==> src/rtl/graph_pkg.sv <==
// Shared types and defaults for the LUT streaming engine: FSM state encoding
// and the default depth of the output holding FIFO.
package graph_pkg;

  typedef enum logic [1:0] {
    IDLE = 2'd0,
    RUN  = 2'd1,
    DONE = 2'd2
  } state_t;

  localparam int FIFO_DEPTH_DEFAULT = 4;

endpackage

==> src/rtl/graph_sync_fifo.sv <==
// Single-clock FIFO with occupancy count; storage is not reset, only the
// pointers and count are.
module graph_sync_fifo #(
  parameter int WIDTH = 8,
  parameter int DEPTH = 4
) (
  input  logic                     clk,
  input  logic                     rst_n,
  input  logic                     push,
  input  logic [WIDTH-1:0]         push_data,
  input  logic                     pop,
  output logic [WIDTH-1:0]         head,
  output logic [$clog2(DEPTH):0]   count,
  output logic                     empty
);

  localparam int AW = $clog2(DEPTH);

  logic [WIDTH-1:0] mem [DEPTH];
  logic [AW-1:0]    wr_ptr;
  logic [AW-1:0]    rd_ptr;

  always_ff @(posedge clk or negedge rst_n) begin
    if (!rst_n) begin
      wr_ptr <= '0;
      rd_ptr <= '0;
      count  <= '0;
    end else begin
      if (push) wr_ptr <= wr_ptr + 1'b1;
      if (pop)  rd_ptr <= rd_ptr + 1'b1;
      case ({push, pop})
        2'b10:   count <= count + 1'b1;
        2'b01:   count <= count - 1'b1;
        default: count <= count;
      endcase
    end
  end

  always_ff @(posedge clk) begin
    if (push) mem[wr_ptr] <= push_data;
  end

  assign empty = (count == '0);
  assign head  = mem[rd_ptr];

endmodule

==> src/rtl/graph_lut_streamer.sv <==
// Streams length bytes from a source SRAM through an external registered LUT
// into a destination port, with credit-based flow control into a small FIFO.
module graph_lut_streamer
  import graph_pkg::*;
#(
  parameter int ADDR_W     = 16,
  parameter int LEN_W      = 16,
  parameter int FIFO_DEPTH = FIFO_DEPTH_DEFAULT
) (
  input  logic              clk,
  input  logic              rst_n,
  input  logic              start,
  input  logic [ADDR_W-1:0] src_base,
  input  logic [ADDR_W-1:0] dst_base,
  input  logic [LEN_W-1:0]  length,
  output logic              busy,
  output logic              done,
  output logic              rd_en,
  output logic [ADDR_W-1:0] rd_addr,
  input  logic [7:0]        rd_data,
  output logic [7:0]        lut_addr,
  input  logic [7:0]        lut_data,
  output logic              wr_en,
  output logic [ADDR_W-1:0] wr_addr,
  output logic [7:0]        wr_data,
  input  logic              wr_ready
);

  localparam int CW = $clog2(FIFO_DEPTH) + 1;

  state_t            state, state_nxt;
  logic [ADDR_W-1:0] src_q, dst_q;
  logic [LEN_W-1:0]  len_q, issued, wr_count;
  logic              vld_p0, vld_p1;
  logic [1:0]        inflight;
  logic [CW-1:0]     fifo_count;
  logic              fifo_empty;
  logic [7:0]        fifo_head;
  logic              pop;
  logic              credit_ok;

  // A read's byte is on rd_data one cycle after rd_en (vld_p0) and on
  // lut_data the cycle after that (vld_p1), where it is pushed.
  assign inflight  = {1'b0, vld_p0} + {1'b0, vld_p1};
  assign credit_ok = (int'(fifo_count) + int'(inflight)) < FIFO_DEPTH;
  assign pop       = wr_en && wr_ready;
  assign lut_addr  = rd_data;

  graph_sync_fifo #(
    .WIDTH (8),
    .DEPTH (FIFO_DEPTH)
  ) u_fifo (
    .clk       (clk),
    .rst_n     (rst_n),
    .push      (vld_p1),
    .push_data (lut_data),
    .pop       (pop),
    .head      (fifo_head),
    .count     (fifo_count),
    .empty     (fifo_empty)
  );

  always_ff @(posedge clk or negedge rst_n) begin
    if (!rst_n) state <= IDLE;
    else        state <= state_nxt;
  end

  always_comb begin
    state_nxt = state;
    case (state)
      IDLE: if (start) state_nxt = (length == '0) ? DONE : RUN;
      RUN:  if ((wr_count + LEN_W'(pop)) == len_q) state_nxt = DONE;
      DONE: state_nxt = IDLE;
      default: state_nxt = IDLE;
    endcase
  end

  always_comb begin
    busy  = (state == RUN) || (state == DONE);
    done  = (state == DONE);
    rd_en = (state == RUN) && (issued < len_q) && credit_ok;
  end

  // Job fields latch only in IDLE, so a start while busy changes nothing.
  always_ff @(posedge clk or negedge rst_n) begin
    if (!rst_n) begin
      src_q    <= '0;
      dst_q    <= '0;
      len_q    <= '0;
      issued   <= '0;
      wr_count <= '0;
      vld_p0   <= 1'b0;
      vld_p1   <= 1'b0;
    end else begin
      vld_p0 <= rd_en;
      vld_p1 <= vld_p0;
      if (state == IDLE && start) begin
        src_q    <= src_base;
        dst_q    <= dst_base;
        len_q    <= length;
        issued   <= '0;
        wr_count <= '0;
      end else begin
        if (rd_en) issued   <= issued + 1'b1;
        if (pop)   wr_count <= wr_count + 1'b1;
      end
    end
  end

  assign rd_addr = src_q + ADDR_W'(issued);
  assign wr_addr = dst_q + ADDR_W'(wr_count);
  assign wr_en   = !fifo_empty;
  assign wr_data = fifo_empty ? 8'h00 : fifo_head;

endmodule
==> config.mk <==
export PLATFORM = sky130hd
export DESIGN_NAME = graph_lut_streamer
export DESIGN_NICKNAME = d
export VERILOG_FILES = /design/src/rtl/graph_pkg.sv /design/src/rtl/graph_sync_fifo.sv /design/src/rtl/graph_lut_streamer.sv
export SDC_FILE = /design/constraint.sdc
export NUM_CORES = 1
export LEC_CHECK = 0
export BUFFER_PORTS_ARGS = -buffer_cell sky130_fd_sc_hd__buf_4
export CAP_MARGIN = 10
export CORE_AREA = 2 2 118 120
export DETAILED_ROUTE_END_ITERATION = 8
export DIE_AREA = 0 0 120 122
export PLACE_DENSITY = 0.92
export SETUP_SLACK_MARGIN = 0.5
export SLEW_MARGIN = 25
export SYNTH_ARGS = -nofsm -noshare
export SYNTH_HDL_FRONTEND = slang
export SYNTH_HIERARCHICAL = 1
export SYNTH_SLANG_ARGS = --single-unit
==> constraint.sdc <==
create_clock -name clk -period 4.3 [get_ports clk]
set_clock_uncertainty 0.2 [all_clocks]
set_input_delay 0.43 -clock clk [delete_from_list [all_inputs] [get_ports clk]]
set_output_delay 0.43 -clock clk [all_outputs]
set_load 0.05 [all_outputs]
Word level (Yosys, flattened, before mapping)
Memories as Yosys holds them, arrays and structs flattened.
Index checks and enable logic that the tools add are counted.
{"block": "word_totals", "reg_bits": 91, "ramBits": 32, "input_bits": 68, "output_inout_bits": 52, "wordCells": 57, "n_memories": 1}
{"block": "classes", "n_addsub": 11, "n_lt_le_gt_ge": 2, "n_eq_ne": 7, "muxes": 12, "n_reduce_logical": 13}
{"name": "u_fifo.mem", "depth": 4, "word_bits": 8, "rd": 1, "rd_ports_with_merged_regs": 0, "wr": 1, "line": "graph_sync_fifo.sv:19", "source": "logic [WIDTH-1:0] mem [DEPTH];"}
{"op": "two-way mux 16 bit", "count": 4}
{"op": "adder 16 x 1 -> 16 bit, second input constant", "count": 2}
{"op": "adder 16 bit", "count": 2}
{"op": "adder 16 x 1 -> 16 bit", "count": 1}
{"op": "== test 16 bit", "count": 1}
{"op": "logical NOT 16 bit", "count": 1}
{"op": "< comparator 16 bit", "count": 1}
{"op": "two-way mux 8 bit", "count": 1}
{"op": "two-way mux 2 bit", "count": 3}
{"op": "one-hot mux 3 bit (2 select lines)", "count": 1}
{"op": "nonzero test 2 bit", "count": 3}
{"op": "adder 2 x 1 -> 2 bit, second input constant", "count": 2}
{"op": "adder 3 x 2 -> 4 bit", "count": 1}
{"op": "== test 2 x 1 -> 1 bit, second input constant", "count": 2}
{"op": "== test 2 bit, second input constant", "count": 2}
{"op": "logical AND 1 bit", "count": 4}
{"op": "< comparator 4 x 3 -> 1 bit, second input constant", "count": 1}
{"op": "inequality test 2 bit, second input constant", "count": 2}
{"op": "one-hot mux 2 bit (2 select lines)", "count": 1}
{"op": "adder 3 x 1 -> 3 bit, second input constant", "count": 1}
{"op": "logical NOT 3 bit", "count": 1}
{"op": "subtractor 3 x 1 -> 3 bit, second input constant", "count": 1}
{"op": "adder 1 x 1 -> 2 bit", "count": 1}
{"op": "logical NOT 2 bit", "count": 1}
{"op": "other kinds (4)", "count": 5}

Logic depth before layout (Yosys ltp)
{"block": "depth", "word_depth": 7, "ltp_mapped": 13, "mapped_depth_nobuf": 11}

Modules after synthesis
The synthesis kept the hierarchy.
{"module": "graph_lut_streamer", "n_inst": 1, "cells_each": 724, "area_each_um2": 6065.8}
{"module": "graph_sync_fifo", "n_inst": 1, "cells_each": 78, "area_each_um2": 1545.2}

Least setup slack after synthesis
Ideal clock, no wire load.
{"block": "synth_timing", "kind": "reg2out", "start": "reg wr_count[0]", "end": "out wr_addr[12]", "arrival_time_ns": 3.012, "required_time_ns": 3.670, "setup_slack_ns": 0.658, "stages_incl_launch_ff": 11, "path_cell_list": "dfrtp_1 > ha_1 > inv_1 > fa_1 > nor2b_1 > o21ai_0 > a21boi_0 > o21ai_0 > a21oi_1 > o211ai_1 > a211oi_1"}
{"block": "synth_via", "elab_chain_len": 1}
{"item": "start, declared", "line": "graph_lut_streamer.sv:33", "source": "logic [LEN_W-1:0] len_q, issued, wr_count;"}
{"item": "start signal, assigned", "line": "graph_lut_streamer.sv:105", "source": "if (pop) wr_count <= wr_count + 1'b1;"}
{"item": "adder 16 bit", "line": "graph_lut_streamer.sv:111", "source": "assign wr_addr = dst_q + ADDR_W'(wr_count);"}
{"item": "end, declared", "line": "graph_lut_streamer.sv:24", "source": "output logic [ADDR_W-1:0] wr_addr,"}
Every way passes these cells.

Worst setup path in the final report
{"block": "layout_timing", "start": "reg issued[0]", "end": "out rd_addr[14]"}
{"block": "layout_via", "elab_chain_len": 1}
{"item": "start, declared", "line": "graph_lut_streamer.sv:33"}
{"item": "start signal, assigned", "line": "graph_lut_streamer.sv:104", "source": "if (rd_en) issued <= issued + 1'b1;"}
{"item": "adder 16 bit", "line": "graph_lut_streamer.sv:110", "source": "assign rd_addr = src_q + ADDR_W'(issued);"}
{"item": "end, declared", "line": "graph_lut_streamer.sv:19", "source": "output logic [ADDR_W-1:0] rd_addr,"}
Every way passes these cells.

==> impl_metrics.env <==
export IMPL_num_fill_cells=1008
export IMPL_start_util=0.5636
export IMPL_insertedDiodeCount=0
export IMPL_ys_ff_latch=123
export IMPL_tightest_slew_ps=824.9
export IMPL_min_path_cells=3
export IMPL_design_core_area_sq_um=13500
export IMPL_cp_arrival_ps=3010
export IMPL_synth_ff_type="dfrtp_1"
export IMPL_cts_tree="yes"
export IMPL_violations="hold timing"
export IMPL_rows=43
export IMPL_r2r_start="u_fifo/count[0]"
export IMPL_crit_buf_inv=2
export IMPL_cts_max_level=4
export IMPL_rsz0062_at_grt="yes"
export IMPL_period_share=0.8470
export IMPL_status="finished with violations"
export IMPL_yosysWarnings=6
export IMPL_max_clock_freq_mhz=274.6
export IMPL_syn_nets=931
export IMPL_placed_area_sq_um=8456
export IMPL_total_power_mw=6.405
export IMPL_crit_reg2reg_capture="state[1]"
export IMPL_wl_met2_um=9663
export IMPL_wl_met3_um=1140
export IMPL_post_route_util=0.6781
export IMPL_crit_fanout=7
export IMPL_grt_pass1_vias=6574
export IMPL_vias=6405
export IMPL_fin_setup_tns_ps=0
export IMPL_antenna_found_initial=0
export IMPL_place_inst=1052
export IMPL_ioPinCount=120
export IMPL_worst_ep_required_time_ps=3670
export IMPL_slew_viol_final=0
export IMPL_clock_latency_ps=430
export IMPL_max_slew_margin=0.4500
export IMPL_grt_use_total=0.2698
export IMPL_gp_congestion=0.9233
export IMPL_reg2regPathDepth=12
export IMPL_dp_final_hpwl_um=13050
export IMPL_r2r_slack_ps=940
export IMPL_cpPeakStageDelay_ps=510
export IMPL_vias_per_cell=5.828
export IMPL_grt_max_degree=71
export IMPL_synth_edf_count=32
export IMPL_routedWlPerCell_um=16.98
export IMPL_yosysMostFrequentCell="nand2_1"
export IMPL_portBuffers=103
export IMPL_nets=1036
export IMPL_netlist_top_cells_area="dfrtp_1, edfxtp_1, ha_1, nand2_1, xnor2_1"
export IMPL_yosysTopAreaCellShare=0.2992
export IMPL_hold_slack_ps=-1.171
export IMPL_netlist_area_sq_um=7611
export IMPL_clk_pin_slew_ps=60
export IMPL_grt_pass1_wl_um=31130
export IMPL_p_leak_nw=4.268
export IMPL_drtIter0Drc=444
export IMPL_ys_types=61
export IMPL_pre_cts_ws_ps=1069
export IMPL_min_to="src_q[15]"
export IMPL_cap_violations=0
export IMPL_fin_area_sq_um=9158
export IMPL_fin_ws_ps=657.8
export IMPL_synth_common_cells="nand2_1, dfrtp_1, ha_1"
export IMPL_die_area_sq_um=14640
export IMPL_avgSynthCellArea_sq_um=9.490
export IMPL_drtPass1Iterations=5
export IMPL_worst_setup_path_start_kind="flip-flop"
export IMPL_hold_start="src_base[15]"
export IMPL_syn_inst=802
export IMPL_yosysTopAreaCell="dfrtp_1"
export IMPL_ir_drop_v=0.0004368
export IMPL_die_y_um=122
export IMPL_final_layout_size_suffix_gt1_frac=0.1687
export IMPL_wirelength_um=18670
export IMPL_crit_top_cell="o211ai_1"
export IMPL_area_delta_synth_final_pct=20.32
export IMPL_numClockSinks=123
export IMPL_highest_layer="met4"
export IMPL_clock_path_buffers=2
export IMPL_slowest_stage="or4_1"
export IMPL_stdcell_count=1099
export IMPL_seq_area_frac_synth=0.4254
export IMPL_endpoint_kind="output port"
export IMPL_crit_type="reg -> out"
export IMPL_wl_met1_um=7377
export IMPL_ys_async_sr_fraction=0.7398
export IMPL_hold_viol_final=1
export IMPL_worstPathCellList="ha_1 > inv_1 > fa_1 > nor2b_1 > o31a_1 > o211ai_1 > nand2_1 > a211oi_1 > or4_1 > o211ai_1 > buf_4"
export IMPL_min_period_ps=3642
export IMPL_postRouteAntennaNets=0
export IMPL_cts_root_buf="clkbuf_16"
export IMPL_remaining_drc_errors=0
export IMPL_overflow=0
export IMPL_power_per_cell_area_nw_per_um2=699.4
export IMPL_hp_class="in -> reg"
export IMPL_setup_violations_final=0
export IMPL_critPathTopFamily="simple AND/OR/NAND/NOR gates"
export IMPL_cts_buffers=17
export IMPL_die_x_um=120
## how the worst max path moves through the flow
stage	startpoint	endpoint	slack, ps	cells after the start
after detailed placement	wr_count[0]	wr_addr[12]	1070	11
final	issued[0]	rd_addr[14]	660	11
after global placement	issued[0]	rd_addr[14]	1150	11
after CTS	wr_count[0]	wr_addr[12]	620	11
after floorplan	wr_count[0]	wr_addr[12]	660	10
after global routing	issued[0]	rd_addr[14]	430	11
## report_power, final
part	internal [mW]	switching, mW
Combinational	1.14	2.11
Clock	0.835	0.501
Sequential	1.52	0.299
Total	3.50	2.90
## tightest hold or removal path, delay by kind of cell
kind                   cells  cell delay [ps]
buffers and inverters      1               70
and+or+nand+nor            2               90
## sequential cells by signal, indices dropped and copies added, names as in the netlist
signal         count
vld_p0             1
u_fifo/count       3
u_fifo/rd_ptr      2
u_fifo/mem        32
dst_q             16
vld_p1             1
u_fifo/wr_ptr      2
src_q             16
wr_count          16
issued            16
len_q             16
state              2
## layout make-up
class	count	area, sq um	share of cell area
sequential	123	3241	0.3539
multi-input combinational	593	3991	0.4359
clock inverter	3	40.04	0.004372
tap	180	225.2	0.02459
clock buffer	28	496.7	0.05424
timing repair buffer	124	983.4	0.1074
inverter	48	180.2	0.01967
## timing repair
action / in CTS / in global routing
gates resized for setup: 0 / 4
hold buffers: 14 / 2
hold endpoints to repair: 75 / 5
setup endpoints to repair: 0 / 4
setup buffers: 0 / 0
## kinds of logic (layout without fill, tap and decap cells)
family          count (synthesis)  in the layout  synth area share
compound gates                149            149            0.1299
xor+xnor                       61             61           0.07020
fa+ha+maj                      61             61            0.1032
buf+inv                        86            203           0.05063
flops                         123            123            0.4254
mux                            12             12           0.02893
simple gates                  310            310            0.1917
## metal layers
layer,global-route usage,up-vias
met5,0,-
met4,0.1125,0
met3,0.06414,54
met2,0.4808,251
met1,0.3114,3060
li1,-,3040
## cells in the final DEF (no fill, tap or decap), types with 16 or more instances in the layout
cell             n
o21ai_0         39
nor2_1          42
ha_1            58
xnor2_1         43
nand2_1        149
nand3_1         19
buf_4          107
dlygate4sd3_1   16
nand4_1         16
dfrtp_1         89
a21oi_1         31
clkbuf_16       17
inv_1           48
edfxtp_1        32
xor2_1          18
No activity file was read; power rests on OpenSTA's default activity.
